File: src/rtl/mux2x1.sv
// mux2x1: 2:1 multiplexer that has a combinational output and a registered copy.
// Qualified (in_vld) samples load the registered copy and are also checked for
// select changes, which feed a saturating transition counter.
module mux2x1 #(
   parameter int unsigned CNT_W = 8
) (
   input  logic             clk,
   input  logic             rst_n,
   input  logic [1:0]       x,
   input  logic             s,
   input  logic             in_vld,
   output logic             y,
   output logic             y_q,
   output logic             y_q_vld,
   output logic [CNT_W-1:0] sel_chg_cnt
);

   logic             y_q_q,        y_q_d;
   logic             y_q_vld_q,    y_q_vld_d;
   logic             last_s_q,     last_s_d;
   logic             last_s_vld_q, last_s_vld_d;
   logic [CNT_W-1:0] cnt_q,        cnt_d;
   logic             sel_changed;
   logic             cnt_at_max;

   // Combinational select; indexing by s lets an unknown s propagate X.
   always_comb begin
      y = x[s];
   end

   // Next state for the registered path, select history and transition counter.
   always_comb begin
      y_q_d        = y_q_q;
      y_q_vld_d    = 1'b0;
      last_s_d     = last_s_q;
      last_s_vld_d = last_s_vld_q;
      cnt_d        = cnt_q;
      sel_changed  = last_s_vld_q && (s != last_s_q);
      cnt_at_max   = (cnt_q == '1);
      if (in_vld) begin
         y_q_d        = x[s];
         y_q_vld_d    = 1'b1;
         last_s_d     = s;
         last_s_vld_d = 1'b1;
         if (sel_changed && !cnt_at_max) begin
            cnt_d = cnt_q + CNT_W'(1);
         end
      end
   end

   // State registers; synchronous active-low reset wins over in_vld.
   always_ff @(posedge clk) begin
      if (!rst_n) begin
         y_q_q        <= 1'b0;
         y_q_vld_q    <= 1'b0;
         last_s_q     <= 1'b0;
         last_s_vld_q <= 1'b0;
         cnt_q        <= '0;
      end else begin
         y_q_q        <= y_q_d;
         y_q_vld_q    <= y_q_vld_d;
         last_s_q     <= last_s_d;
         last_s_vld_q <= last_s_vld_d;
         cnt_q        <= cnt_d;
      end
   end

   assign y_q         = y_q_q;
   assign y_q_vld     = y_q_vld_q;
   assign sel_chg_cnt = cnt_q;

endmodule

File: config.mk
export PLATFORM = sky130hd
export DESIGN_NAME = mux2x1
export DESIGN_NICKNAME = d
export VERILOG_FILES = /design/src/rtl/mux2x1.sv
export SDC_FILE = /design/constraint.sdc
export NUM_CORES = 1
export LEC_CHECK = 0
export CAP_MARGIN = 20
export CORE_MARGIN = 2
export CORE_UTILIZATION = 43
export CTS_CLUSTER_DIAMETER = 60
export DETAILED_ROUTE_END_ITERATION = 8
export MAX_ROUTING_LAYER = met4
export PLACE_DENSITY = 0.78
export SETUP_SLACK_MARGIN = 0.15
export SYNTH_ARGS = -nofsm -noshare
export SYNTH_HDL_FRONTEND = slang
export SYNTH_SLANG_ARGS = --single-unit
export TNS_END_PERCENT = 100
File: constraint.sdc
create_clock -name clk -period 1.5 [get_ports clk]
set_input_delay 0.15 -clock clk [delete_from_list [all_inputs] [get_ports clk]]
set_output_delay 0.15 -clock clk [all_outputs]
set_load 0.02 [all_outputs]
---- Yosys cells after proc, flatten, opt, wreduce, memory -nomap -nowiden ----
Cells that the tools add are included.
storage, ports and cells
  bits in writable memories ............... 0
  ROM bits ................................ 0
  bits of input ports ..................... 6
  output and inout port bits .............. 11
  register bits ........................... 12
  logic and storage cells ................. 16
  memories kept ........................... 0
  bits in latches ......................... 0
cells by class
  eq/ne operators ......................... 2
  $mul .................................... 0
  shift-type cells ........................ 0
  muxes and demuxes ....................... 3
  add/subtract/negate cells ............... 1
  divide/modulo/power cells ............... 0
  bitwise operators ....................... 0
  $lt $le $gt $ge ......................... 1
  reduce and logical (&&, ||, !) cells .... 4
operators by type and width
  cell                                                        number
  adder 8 x 1 -> 8 bit, second input constant                 1
  equality test 8 bit, second input constant                  1
  two-way mux 1 bit                                           3
  logical AND 1 bit                                           2
  less-than comparator 1 x 2 -> 1 bit, second input constant  1
  AND reduction 2 bit                                         1
  zero test 1 bit                                             1
  != test 1 bit                                               1

---- Logic depth before layout (Yosys ltp) ----
  word-level depth ........................ 4
  gate-level depth with buffers ........... 5
  depth with buffers taken out ............ 5

---- Worst setup path before layout ----
Ideal clock, no wire load.
  kind .................................... reg-to-reg
  from .................................... reg cnt_q[0] (netlist: sel_chg_cnt[0])
  to ...................................... reg cnt_q[6] (netlist: sel_chg_cnt[6])
  data required time ...................... 1384 ps
  arrival ................................. 1342 ps
  buffers on the path ..................... 0
  stages on the path, launching flop included .. 6
  setup slack ............................. 42 ps
  clock period less this slack ............ 1458 ps
  path through ............................ dfxtp_1 ha_1 nand2_1 nor4_1 nand3_1 o211a_1
between the ends
  word-level cells in the longest chain between the ends .. 4
  elaborated cells between the ends (all ways) .. 5
  those cells by class .................... add/sub: 1; eq/ne: 1; reduce/logical: 3
RTL lines
  element                                                                       RTL line  RTL
  start: declaration                                                            22        logic [CNT_W-1:0] cnt_q, cnt_d;
  start signal: assignment                                                      64        cnt_q <= cnt_d;
  parallel branches: the longest is 4 deep, another holds adder 8 x 1 -> 8 bit  --
Several ways; the timed one is not identified.
A chain may end at the register's enable or synchronous reset.

---- Worst setup path after layout ----
  from .................................... reg cnt_q[0] (netlist: sel_chg_cnt[0])
  to ...................................... reg cnt_q[3] (netlist: sel_chg_cnt[3])
The elaborated chain is that of the path after synthesis.

==> impl_metrics.env <==
export IMPL_status="finished clean"
export IMPL_r2r_slack_ps=200
export IMPL_n_antenna_cell=0
export IMPL_viasPerCell=5.50
export IMPL_swShare_pct=23.8
export IMPL_setup_viol=0
export IMPL_drt_wirelength_per_cell_um=13.0
export IMPL_min_path_type="input pin to register"
export IMPL_grt_max_degree=16
export IMPL_synthTopCellsByArea="dfxtp_1 (43%), mux2i_1 (7.1%), o211a_1 (5.3%), nand2_1 (4.7%), nor3_1 (3.5%)"
export IMPL_drt_pass1_iterations=4
export IMPL_endpoint_kind="register"
export IMPL_cts_clk_slew_worst_paths_ps=80
export IMPL_crit_path_start="sel_chg_cnt[0]$_SDFFE_PN0P_"
export IMPL_grt_use_total_pct=16.7
export IMPL_io_pins=17
export IMPL_final_common_cell="dlygate4sd2_1"
export IMPL_worstRegToRegCells=4
export IMPL_clock_path_buffers=2
export IMPL_synth_area_um2=564
export IMPL_maxSlewHeadroom_pct=66.0
export IMPL_p_sw_mw=0.161
export IMPL_crit_arrival_ps=1460
export IMPL_worstSetupPathType="register to register"
export IMPL_synth_top_area_share_pct=42.6
export IMPL_wirelength_mm=1.30
export IMPL_avgSynthCellArea_um2=9.10
export IMPL_comb_power_share_pct=11.8
export IMPL_final_setup_skew_ps=0.434
export IMPL_clkSinkCount=12
export IMPL_synthesis_nets=69
export IMPL_insertion_delay_ps=280
export IMPL_portBuffers=16
export IMPL_drive_above_1_share_pct=27.1
export IMPL_utilization_pct=65.6
export IMPL_path_buf_inv=0
export IMPL_cp_max_fo=5
export IMPL_max_vdd_ir_drop_uv=624
export IMPL_endpoint="sel_chg_cnt[3]$_SDFFE_PN0P_"
export IMPL_drc_errors=0
export IMPL_antenna_found_initial=0
export IMPL_pwr_share_seq_pct=49.1
export IMPL_maxSlewViolCount=0
export IMPL_ys_dominant_reg_cell="dfxtp_1"
export IMPL_synth_async_reset_ratio_pct=0
export IMPL_core_area_mm2=0.00127
export IMPL_synthToLayoutAreaGrowth_pct=47.5
export IMPL_placedCellCount=95
export IMPL_layout_nets=93
export IMPL_slowest_delay_ps=370
export IMPL_fin_crit_ps=1300
export IMPL_finalHoldViolCount=0
export IMPL_crit_slowest_cell="or3_4"
export IMPL_leakage_nw=0.394
export IMPL_fp_dieArea_mm2=0.00162
export IMPL_final_cells=100
export IMPL_power_per_cell_area_mw_per_mm2=813
export IMPL_die_w_um=40.2
export IMPL_synth_top_area_cell="dfxtp_1"
export IMPL_synth_cell_type_count=27
export IMPL_tritoncts="built"
export IMPL_path_delay_family="simple AND/OR/NAND/NOR gates"
export IMPL_worstPathRequired_ps=1660
export IMPL_hpwlAfterDp_um=846
export IMPL_cp_start_kind="register"
export IMPL_synth_edf_count=0
export IMPL_path_cells="nand3_1 -> or3_4 -> o21ai_0 -> a21boi_0"
export IMPL_r2r_start="sel_chg_cnt[0]$_SDFFE_PN0P_"
export IMPL_tightest_slew_ps=509
export IMPL_maxCapViolations=0
export IMPL_r2r_end="sel_chg_cnt[3]$_SDFFE_PN0P_"
export IMPL_path_depth=4
export IMPL_grt_pass1_vias=378
export IMPL_numCtsBuffers=3
export IMPL_cts_root_buf="clkbuf_4"
export IMPL_htree_levels=1
export IMPL_tns_ps=0
export IMPL_intPower_mw=0.515
export IMPL_postRouteAntennaNets=0
export IMPL_start_util_pct=44.5
export IMPL_rsz0062_at_grt="yes"
export IMPL_rows=13
export IMPL_final_cell_mix="dlygate4sd2_1 (9), nand2_1 (7), dfxtp_2 (7)"
export IMPL_dr_total_vias=550
export IMPL_drt_initial_drc_count=12
export IMPL_overflow=0
export IMPL_die_h_um=40.2
export IMPL_timing_final_crit_share_pct=86.9
export IMPL_netlist_instances=62
export IMPL_routabilityCongestion=0.818
export IMPL_clkPwrFrac_pct=39.1
export IMPL_yosys_register_bits=12
export IMPL_fmax_ghz=0.767
export IMPL_grt_pass1_wl_mm=1.73
export IMPL_yosys_warnings=0
export IMPL_yosysSeqAreaShare_pct=42.6
==> power by group through the flow <==
stage	Combinational, mW	Clock (mW)	Sequential [mW]
after floorplan	0.0312	0	0.345
after global placement	0.0792	0	0.339
after detailed placement	0.0806	0	0.340
after CTS	0.0806	0.267	0.332
after global routing	0.0858	0.277	0.333
final	0.0798	0.264	0.332
==> worst min path at each step <==
stage / startpoint / endpoint / slack, ps / cells after the start
floorplan: in_vld / last_s_vld_q$_SDFFE_PN0P_ / 260 / 1
global placement: last_s_vld_q$_SDFFE_PN0P_ / last_s_vld_q$_SDFFE_PN0P_ / 450 / 1
detailed placement: last_s_vld_q$_SDFFE_PN0P_ / last_s_vld_q$_SDFFE_PN0P_ / 460 / 1
CTS: last_s_vld_q$_SDFFE_PN0P_ / last_s_vld_q$_SDFFE_PN0P_ / 480 / 1
global route: s / last_s_q$_SDFFE_PN0P_ / 270 / 3
finish: s / last_s_q$_SDFFE_PN0P_ / 240 / 3
==> state kept, by name (all words and copies together), names as in the netlist <==
signal        count
last_s_q          1
last_s_vld_q      1
sel_chg_cnt       8
y_q               1
y_q_vld           1
==> worst min-delay path, stage by stage <==
cell and delay (ps):
dlymetal6s2s_1 140, mux2i_1 100, nor2b_1 100
==> synthesized netlist by cell type (2+ instances only) <==
master and instances:
nand2_1 7, o211a_1 3, mux2i_1 4, o21ai_0 2
nor3_1 4, nand2b_1 2, o21a_1 2, nand4b_1 2
inv_1 2, dfxtp_1 12, nor2b_1 2, nand3_1 3
and2_1 3
==> layout make-up <==
type	count	area, um^2
repair buffers	20	179
clock buffers	4	36.3
fillers	102	437
well taps	15	18.8
flip-flops and latches	12	249
multi-input cells	47	342
inverters	2	7.51
==> cells by family after synthesis <==
family / count (synthesis) / synth area share, %
buffers and inverters: 3 / 2.00
AND/OR/NAND/NOR: 30 / 29.1
XOR/XNOR: 1 / 1.55
adder cells (fa/ha/maj): 1 / 2.22
multiplexers: 5 / 9.09
AO/OA/AOI/OAI: 10 / 13.5
flip-flops: 12 / 42.6
==> metal layers <==
metal / vias to the layer above / track usage (%) / share of wire [%]
met5: - / - / 0
met4: 0 / 7.50 / 1.3
met3: 2 / 3.33 / 5.5
met2: 18 / 22.6 / 48
met1: 261 / 23.6 / 45
li1: 269 / - / -
==> per-stage QoR <==
stage / setup slack, ps / hold slack [ps] / power [mW] / instance area, um^2
after floorplan: 152 / 260 / 0.377 / 573
after global placement: -207 / 447 / 0.419 / 771
after detailed placement: -218 / 461 / 0.421 / 771
after CTS: 57.2 / 479 / 0.680 / 816
after global routing: 126 / 267 / 0.696 / 832
final: 196 / 243 / 0.676 / 832
==> what timing repair did <==
item,in CTS,in global routing
buffers inserted,0,1
hold endpoints to repair,0,0
endpoints found under the setup margin,13,10
gates resized for setup,15,5
hold buffers,0,0
pin swaps,0,3
No activity file was read; power rests on OpenSTA's default activity.
